### config.mk
export PLATFORM = sky130hd
export DESIGN_NAME = gvp_vector_loader
export DESIGN_NICKNAME = d
export VERILOG_FILES = /design/src/rtl/gvp_pkg.sv /design/src/rtl/gvp_vector_loader.sv
export SDC_FILE = /design/constraint.sdc
export NUM_CORES = 2
export LEC_CHECK = 0
export ABC_AREA = 1
export BUFFER_PORTS_ARGS = -buffer_cell sky130_fd_sc_hd__buf_2
export CAP_MARGIN = 15
export CORE_MARGIN = 2
export CORE_UTILIZATION = 61
export CTS_CLUSTER_SIZE = 28
export DETAILED_ROUTE_END_ITERATION = 10
export HOLD_SLACK_MARGIN = 0.02
export PLACE_DENSITY = 0.84
export SLEW_MARGIN = 10
export SYNTH_ARGS = -nofsm -noshare
export SYNTH_HDL_FRONTEND = slang
export SYNTH_SLANG_ARGS = --single-unit
### constraint.sdc
create_clock -name a_clk -period 4.3 [get_ports a_clk]
set_clock_uncertainty 0.05 [all_clocks]
set_input_delay 0.86 -clock a_clk [delete_from_list [all_inputs] [get_ports a_clk]]
set_output_delay 0.86 -clock a_clk [all_outputs]
set_load 0.05 [all_outputs]
### src/rtl/gvp_pkg.sv
// -----------------------------------------------------------------------------
// gvp_pkg
// Shared definitions for the GVP vector program loader.
//   - GVP_VEC_WORDS / GVP_VEC_BITS : frame geometry (16 x 32-bit words)
//   - word index constants          : position of each field inside a frame
//   - gvp_state_e                   : loader FSM states
//   - sat_inc16                     : saturating 16-bit increment
// -----------------------------------------------------------------------------
package gvp_pkg;

    localparam int GVP_VEC_WORDS = 16;
    localparam int GVP_VEC_BITS  = 512;

    // Word positions inside a vector program frame
    localparam int VADR    = 0;
    localparam int N       = 1;
    localparam int NII     = 2;
    localparam int OPTIONS = 3;
    localparam int NREP    = 4;
    localparam int NEXT    = 5;
    localparam int DX      = 6;
    localparam int DY      = 7;
    localparam int DZ      = 8;
    localparam int DU      = 9;
    localparam int DECII   = 15;

    typedef enum logic [2:0] {
        COLLECT = 3'd0,
        DRAIN   = 3'd1,
        CHECK   = 3'd2,
        STROBE  = 3'd3,
        GAP     = 3'd4
    } gvp_state_e;

    // Increment that sticks at all-ones instead of wrapping
    function automatic logic [15:0] sat_inc16(input logic [15:0] value);
        logic [15:0] result;
        if (value == 16'hFFFF) begin
            result = value;
        end else begin
            result = value + 16'd1;
        end
        return result;
    endfunction

endpackage

### src/rtl/gvp_vector_loader.sv
// -----------------------------------------------------------------------------
// gvp_vector_loader
// Collects 16-word frames from a 32-bit AXI-Stream into a shadow register,
// validates the vector address, then publishes the frame on vp_set and raises
// setvec for SETVEC_CYCLES, followed by a GAP_CYCLES quiet period.
// Programming is only permitted while gvp_reset is high.
//
// Ports:
//   a_clk, aresetn          clock, asynchronous active-low reset
//   S_AXIS_tdata/tvalid/    program word stream (tlast marks word 15)
//   tlast/tready
//   gvp_reset               1 = GVP held, loading allowed
//   clear_status            pulse: clears sticky errors and load_count
//   vp_set                  last valid 512-bit vector (word k at [32k+31:32k])
//   setvec                  program strobe
//   busy                    frame partially collected or strobe/gap running
//   load_count              saturating count of programmed frames
//   err_frame/addr/abort    sticky error flags
// -----------------------------------------------------------------------------
module gvp_vector_loader
    import gvp_pkg::*;
#(
    parameter int unsigned NUM_VECTORS   = 16,
    parameter int unsigned SETVEC_CYCLES = 4,
    parameter int unsigned GAP_CYCLES    = 2
) (
    input  logic                    a_clk,
    input  logic                    aresetn,
    input  logic [31:0]             S_AXIS_tdata,
    input  logic                    S_AXIS_tvalid,
    input  logic                    S_AXIS_tlast,
    output logic                    S_AXIS_tready,
    input  logic                    gvp_reset,
    input  logic                    clear_status,
    output logic [GVP_VEC_BITS-1:0] vp_set,
    output logic                    setvec,
    output logic                    busy,
    output logic [15:0]             load_count,
    output logic                    err_frame,
    output logic                    err_addr,
    output logic                    err_abort
);

    localparam logic [15:0] STROBE_LOAD = 16'(SETVEC_CYCLES - 1);
    localparam logic [15:0] GAP_LOAD    = 16'(GAP_CYCLES - 1);
    localparam logic [3:0]  LAST_IDX    = 4'(GVP_VEC_WORDS - 1);

    logic [GVP_VEC_WORDS-1:0][31:0] r_shadow;
    logic [GVP_VEC_BITS-1:0]        r_vp_set;
    gvp_state_e                     r_state;
    gvp_state_e                     w_state_nxt;
    logic [3:0]                     r_word_idx;
    logic [3:0]                     w_word_idx_nxt;
    logic [15:0]                    r_timer;
    logic [15:0]                    w_timer_nxt;
    logic                           r_setvec;
    logic                           w_setvec_nxt;
    logic                           r_tready;
    logic                           w_tready_nxt;
    logic                           r_busy;
    logic                           w_busy_nxt;
    logic [15:0]                    r_load_count;
    logic                           r_err_frame;
    logic                           r_err_addr;
    logic                           r_err_abort;
    logic                           w_accept;
    logic                           w_vadr_bad;
    logic                           w_set_frame;
    logic                           w_set_addr;
    logic                           w_set_abort;
    logic                           w_load;

    // tready is registered and already qualified by gvp_reset, so a handshake
    // is simply valid & ready.
    assign w_accept   = S_AXIS_tvalid & r_tready;
    assign w_vadr_bad = (r_shadow[VADR] >= 32'(NUM_VECTORS));

    assign S_AXIS_tready = r_tready;
    assign vp_set        = r_vp_set;
    assign setvec        = r_setvec;
    assign busy          = r_busy;
    assign load_count    = r_load_count;
    assign err_frame     = r_err_frame;
    assign err_addr      = r_err_addr;
    assign err_abort     = r_err_abort;

    // Next-state, timer and event decode for the loader FSM
    always_comb begin
        w_state_nxt    = r_state;
        w_word_idx_nxt = r_word_idx;
        w_timer_nxt    = r_timer;
        w_setvec_nxt   = r_setvec;
        w_set_frame    = 1'b0;
        w_set_addr     = 1'b0;
        w_set_abort    = 1'b0;
        w_load         = 1'b0;
        case (r_state)
            COLLECT: begin
                if (w_accept) begin
                    if (r_word_idx == LAST_IDX) begin
                        w_word_idx_nxt = 4'd0;
                        if (S_AXIS_tlast) begin
                            w_state_nxt = CHECK;
                        end else begin
                            // Overlong frame: discard the remainder up to tlast
                            w_set_frame = 1'b1;
                            w_state_nxt = DRAIN;
                        end
                    end else if (S_AXIS_tlast) begin
                        // Short frame: drop what was collected and restart
                        w_set_frame    = 1'b1;
                        w_word_idx_nxt = 4'd0;
                    end else begin
                        w_word_idx_nxt = r_word_idx + 4'd1;
                    end
                end else begin
                    w_word_idx_nxt = r_word_idx;
                end
            end
            DRAIN: begin
                if (w_accept && S_AXIS_tlast) begin
                    w_state_nxt    = COLLECT;
                    w_word_idx_nxt = 4'd0;
                end else begin
                    w_state_nxt = DRAIN;
                end
            end
            CHECK: begin
                if (w_vadr_bad) begin
                    w_set_addr  = 1'b1;
                    w_state_nxt = COLLECT;
                end else begin
                    w_load       = 1'b1;
                    w_setvec_nxt = 1'b1;
                    w_timer_nxt  = STROBE_LOAD;
                    w_state_nxt  = STROBE;
                end
            end
            STROBE: begin
                if (!gvp_reset) begin
                    // GVP released mid-strobe: abandon the strobe immediately
                    w_set_abort  = 1'b1;
                    w_setvec_nxt = 1'b0;
                    w_timer_nxt  = GAP_LOAD;
                    w_state_nxt  = GAP;
                end else if (r_timer == 16'd0) begin
                    w_setvec_nxt = 1'b0;
                    w_timer_nxt  = GAP_LOAD;
                    w_state_nxt  = GAP;
                end else begin
                    w_timer_nxt = r_timer - 16'd1;
                end
            end
            GAP: begin
                if (r_timer == 16'd0) begin
                    w_state_nxt    = COLLECT;
                    w_word_idx_nxt = 4'd0;
                end else begin
                    w_timer_nxt = r_timer - 16'd1;
                end
            end
            default: begin
                w_state_nxt    = COLLECT;
                w_word_idx_nxt = 4'd0;
                w_setvec_nxt   = 1'b0;
            end
        endcase
        w_tready_nxt = gvp_reset & ((w_state_nxt == COLLECT) | (w_state_nxt == DRAIN));
        w_busy_nxt   = (w_word_idx_nxt != 4'd0) | (w_state_nxt != COLLECT);
    end

    // State, shadow frame, published vector and status registers
    always_ff @(posedge a_clk or negedge aresetn) begin
        if (!aresetn) begin
            r_state      <= COLLECT;
            r_word_idx   <= 4'd0;
            r_timer      <= 16'd0;
            r_shadow     <= '0;
            r_vp_set     <= '0;
            r_setvec     <= 1'b0;
            r_tready     <= 1'b0;
            r_busy       <= 1'b0;
            r_load_count <= 16'd0;
            r_err_frame  <= 1'b0;
            r_err_addr   <= 1'b0;
            r_err_abort  <= 1'b0;
        end else begin
            r_state    <= w_state_nxt;
            r_word_idx <= w_word_idx_nxt;
            r_timer    <= w_timer_nxt;
            r_setvec   <= w_setvec_nxt;
            r_tready   <= w_tready_nxt;
            r_busy     <= w_busy_nxt;
            if (w_accept && (r_state == COLLECT)) begin
                r_shadow[r_word_idx] <= S_AXIS_tdata;
            end
            if (w_load) begin
                r_vp_set <= r_shadow;
            end
            // clear_status wins over any same-cycle error or count update
            if (clear_status) begin
                r_load_count <= 16'd0;
                r_err_frame  <= 1'b0;
                r_err_addr   <= 1'b0;
                r_err_abort  <= 1'b0;
            end else begin
                if (w_load) begin
                    r_load_count <= sat_inc16(r_load_count);
                end
                if (w_set_frame) begin
                    r_err_frame <= 1'b1;
                end
                if (w_set_addr) begin
                    r_err_addr <= 1'b1;
                end
                if (w_set_abort) begin
                    r_err_abort <= 1'b1;
                end
            end
        end
    end

endmodule

# Yosys cells after proc, flatten, opt, wreduce, memory -nomap -nowiden
# Index checks and enable logic that the tools add are counted.
# totals
input_bits,38
output_inout_bits,534
latchBits,0
ff_bits,1069
word_cells,114
mem_count,0
mem_bits_ro,0
ramBits,0
# classes
shift,0
add_sub_neg,3
n_bitwise,5
n_lt_le_gt_ge,3
reduce_logical,18
n_eq_ne,11
n_div,0
muxes,47
multipliers,0
# op_table
op,n
512-bit bitwise mux,1
32-bit demux with 4-bit select,1
16-bit 2-to-1 mux,7
16-bit one-hot mux with 3 select lines,1
"32-bit by 5-bit >= comparator with 1-bit output, second input constant",1
32-bit 2-to-1 mux,1
1-bit 2-to-1 mux,21
4-bit 2-to-1 mux,5
"16-bit by 1-bit adder with 16-bit output, second input constant",1
"16-bit == test, second input constant",1
16-bit logical NOT,1
4-bit one-hot mux with 4 select lines,1
"16-bit by 1-bit subtractor with 16-bit output, second input constant",1
3-bit 2-to-1 mux,5
3-bit one-hot mux with 5 select lines,1
2-bit nonzero test,4
"3-bit by 1-bit == test with 1-bit output, second input constant",2
"3-bit by 2-bit == test with 1-bit output, second input constant",2
3-bit logical NOT,2
"2-bit != test, second input constant",3
3-bit AND reduction,2
3-bit nonzero test,2
"4-bit by 5-bit < comparator with 1-bit output, second input constant",1
"4-bit by 1-bit adder with 4-bit output, second input constant",1
14 further kinds,19

# Logic depth before layout (Yosys ltp)
# depth
word_depth,7
mapped_depth,13
depth_no_buf,12

# Worst setup path after synthesis
# No wires, ideal clock.
# synth_path
path_kind,flip-flop to flip-flop
startpoint,register r_load_count[0] (netlist: load_count[0])
endpoint,register r_load_count[9] (netlist: load_count[9])
arrival_ps,1952
period_less_slack_ps,2120
slack_ps,2180
setup_ps,119
stages_incl_launch_ff,12
n_path_buf,1
required_time_ps,4131
cell_sequence,dfrtp_1 > ha_1 > nand2_1 > nor3_2 > nand2_2 > nor2_4 > nand2_2 > nand2_2 > nand2_2 > buf_6 > nand2_2 > o21ai_2
# synth_via
elab_chain_cells,4
elab_cells_between_ends,7
classes_between,add/sub: 1; eq/ne: 2; mux: 3; reduce/logical: 1
# synth_rtl
element,line,source
start: declaration,gvp_vector_loader.sv:62,logic [15:0] r_load_count;
start signal: assignment,gvp_vector_loader.sv:208,r_load_count <= sat_inc16(r_load_count);
16-bit by 1-bit adder with 16-bit output,gvp_pkg.sv:41,result = value + 16'd1;
16-bit 2-to-1 mux,gvp_pkg.sv:38,if (value == 16'hFFFF) begin
16-bit 2-to-1 mux,gvp_vector_loader.sv:207,if (w_load) begin
16-bit 2-to-1 mux,gvp_vector_loader.sv:201,if (clear_status) begin
# Parallel ways exist; a longest one is shown, timed or not. The select of a mux whose other input is x is not followed.
# A chain may end at the register's enable or synchronous reset.

# Final worst setup path
# layout_path
startpoint,register r_shadow[6] (netlist bit)
endpoint,register r_vp_set[76] (netlist: vp_set[76])
# layout_via
elab_chain_cells,3
# layout_rtl
element,line,source
start: declaration,gvp_vector_loader.sv:48,logic [GVP_VEC_WORDS-1:0][31:0] r_shadow;
start signal: indexed assignment,gvp_vector_loader.sv:195,r_shadow[r_word_idx] <= S_AXIS_tdata;
32-bit by 5-bit >= comparator with 1-bit output,gvp_vector_loader.sv:76,assign w_vadr_bad = (r_shadow[VADR] >= 32'(NUM_VECTORS));
1-bit 2-to-1 mux,gvp_vector_loader.sv:129,if (w_vadr_bad) begin
1-bit 2-to-1 mux,gvp_vector_loader.sv:97,case (r_state)
end signal: assignment,gvp_vector_loader.sv:198,r_vp_set <= r_shadow;
end: declaration,gvp_vector_loader.sv:49,logic [GVP_VEC_BITS-1:0] r_vp_set;
# No other way between the ends.

==> flow_summary_export.csv <==
group,metric,value,unit
run_status,status,"finished clean",
setup_path,start_kind,"register",
synthesis,synth_cells,4349,
die,num_rows,94,
timing,worstMarginPinSlew,1.20,ns
timing,fmax,336,MHz
synthesis,ys_seq_area_share,66.0,%
power,p_sw,6460,uW
power,power,24800,uW
setup_path,cp_data_arrival_time,3.53,ns
final_layout,design_area,47500,um^2
routing,via_per_inst,5.62,
grt,antenna_found_initial,3,
timing,final.setup.tns,0,ns
synthesis,synth_nets,4393,
routing,drt_wl_total,114,mm
timing,slew-limit-headroom,19.8,%
power,seqPwrFrac,51.6,%
routing,wl_per_cell,19.7,um
grt,grt_pass1_vias,31900,
die,die_area,68600,um^2
synthesis,synth-seq-cells,1069,
power,peakVddDrop,0.000314,V
clocking,ctsLongestPathBuffers,3,
power,p_int,18300,uW
routing,vias,32400,
timing,fin_crit,2.97,ns
final_layout,nNetsFinal,4859,
power,p_leak,0.0267,uW
setup_path,required,4.85,ns
placed_design,place_inst,5573,
placed_design,placed_area,43800,um^2
clocking,cts-resized-gates,0,
timing,setup_ws,1.33,ns
placed_design,dp_hpwl,68.3,mm
clocking,cts_root_buffer,"clkbuf_16",
clocking,postCtsHoldBufs,0,
timing,finalCritPeriodShare,69.2,%
final_layout,final_common_cell,"nand2_1",
clocking,tritoncts,"yes",
grt,grt_pass1_wl,177,mm
clocking,clk_pin_slew_worst_paths,0.06,ns
die,core_area,65700,um^2
setup_path,end_kind,"register",
routing,dr.pass1.iters,5,
synthesis,synth_warnings,0,
synthesis,avgSynthCellArea,9.33,um^2
clocking,cts_post_setup_buffers_inserted,0,
routing,ant_nets,0,
flow_run,max_cap_viol_count,0,
grt,grt_usage,33.2,%
grt,grt_max_degree,193,
timing,setup_viol,0,
power,comb_power_share,9.4,%
clocking,htree_levels,3,
final_layout,fin_cells,5768,
die,die_h,262,um
setup_path,critPathMaxFanout,91,
timing,rsz0062_at_grt,"false",
synthesis,synth_area,40600,um^2
placed_design,port_buffers,571,
grt,grt-ovfl-total,0,
synthesis,synth_area_leaders,"dfrtp_1 (66%), nand2_1 (20%), o21ai_1 (5.3%)",
placed_design,dpl_worst_slack,1.15,ns
final_layout,most-common-layout-cells,"nand2_1 (2113), dfrtp_1 (1069), buf_2 (570), o21ai_1 (429), inv_1 (114)",
power,clkPwrFrac,39.0,%
final_layout,syn_to_final_growth,17.1,%
setup_path,crit_type,"reg2reg",
routing,drc_errors,0,
power,swShare,26.1,%
hold_path,hold_path.class,"in2async",
synthesis,synth_top_area_cell,"dfrtp_1",
clocking,cts.sinks,1069,
final_layout,drive_above_1_share,17.2,%
timing,slew_viol_final,0,
die,ios,572,
clocking,clock_latency,0.67,ns
synthesis,synth.top_cell.area_share,66.0,%
clocking,cts_buffers,104,
die,start_util,61.7,%
power,p_per_area,522,nW/um^2
synthesis,ys_types,34,
routing,dr.first_iter.drc_count,3819,
placed_design,finalWeightedCongestion,0.891,
timing,hold_viol_final,0,
die,die_w,262,um
-- worst paths after layout --
check	start	end	slack (ns)	cells after the start
min	aresetn	r_shadow[90]	0.26	1
min in group a_clk	r_shadow[320]	vp_set[320]	0.40	2
max	r_shadow[6]	vp_set[76]	1.33	8
max reg2reg	r_shadow[6]	vp_set[76]	1.33	8
min reg2reg	r_shadow[320]	vp_set[320]	0.40	2
max in group asynchronous	aresetn	vp_set[459]	2.71	3
-- cell type report --
cell class                      count  area (um^2)
Antenna cell                        2         5.00
Clock buffer                      149         3110
Clock inverter                     44          573
Fill cell                        4446        18200
Inverter                          126          480
Multi-Input combinational cell   2903        12100
Sequential cell                  1069        26800
Tap cell                          864         1080
Timing Repair Buffer              611         3380
-- critical path: stages, from the launching register on --
cell and delay, ns:
dfrtp_1 0.38, nor2_1 0.11, nand3_1 0.10, nor2_1 0.34, nand4_1 0.32, inv_8 0.54, buf_4 0.70, nand2_1 0.20
nand2_1 0.11
-- stage by stage --
| step | util [%] | hold slack, ns |
|---|---|---|
| finish | 72.3 | 0.263 |
| global route | 72.3 | 0.311 |
| CTS | 72.2 | 0.268 |
| detailed placement | 66.7 | 0.401 |
| global placement | 66.7 | 0.398 |
| floorplan | - | 0.392 |
-- routing by layer --
metal	global-route usage (%)	wire length, um
met5	0	0
met3	6.39	9090
met4	19.6	7220
met2	52.7	55100
met1	43.2	42200
-- flip-flops by register name (all words and copies together) (netlist names) --
name,flops
r_word_idx,4
busy,1
S_AXIS_tready,1
err_frame,1
err_addr,1
vp_set,512
load_count,16
r_shadow,512
r_timer,16
r_state,3
setvec,1
err_abort,1
-- power by group through the flow --
| stage | logic, uW | registers [uW] | clock network, uW |
|---|---|---|---|
| after global placement | 2110 | 12800 | 0 |
| after CTS | 2360 | 12700 | 9720 |
| after floorplan | 1640 | 12600 | 0 |
| final | 2340 | 12800 | 9660 |
| after detailed placement | 2280 | 12800 | 0 |
| after global routing | 2720 | 12900 | 10200 |
-- kinds of logic (layout without fill, tap and decap cells) --
group	count (synthesis)	count (layout)	synth area share, %
AOI/OAI and AO/OA	536	536	6.71
xor gates and xnor gates	16	16	0.345
adders and majority gates	6	6	0.185
buffers and inverters	377	930	4.16
DFF	1069	1069	66.0
other	0	2	0
and+or+nand+nor	2345	2345	22.6
-- Yosys cell counts, drive strengths merged --
library cell     n
nor2           112
a21boi           1
o21ai          529
xor2            16
inv            126
or2              2
clkbuf          84
dfrtp         1069
nor3            10
a31oi            1
nand4           19
a21oi            4
nand3           73
o31ai            1
nor4             4
buf            167
nand2         2123
nand3b           2
ha               6
No activity file was read; power rests on OpenSTA's default activity.
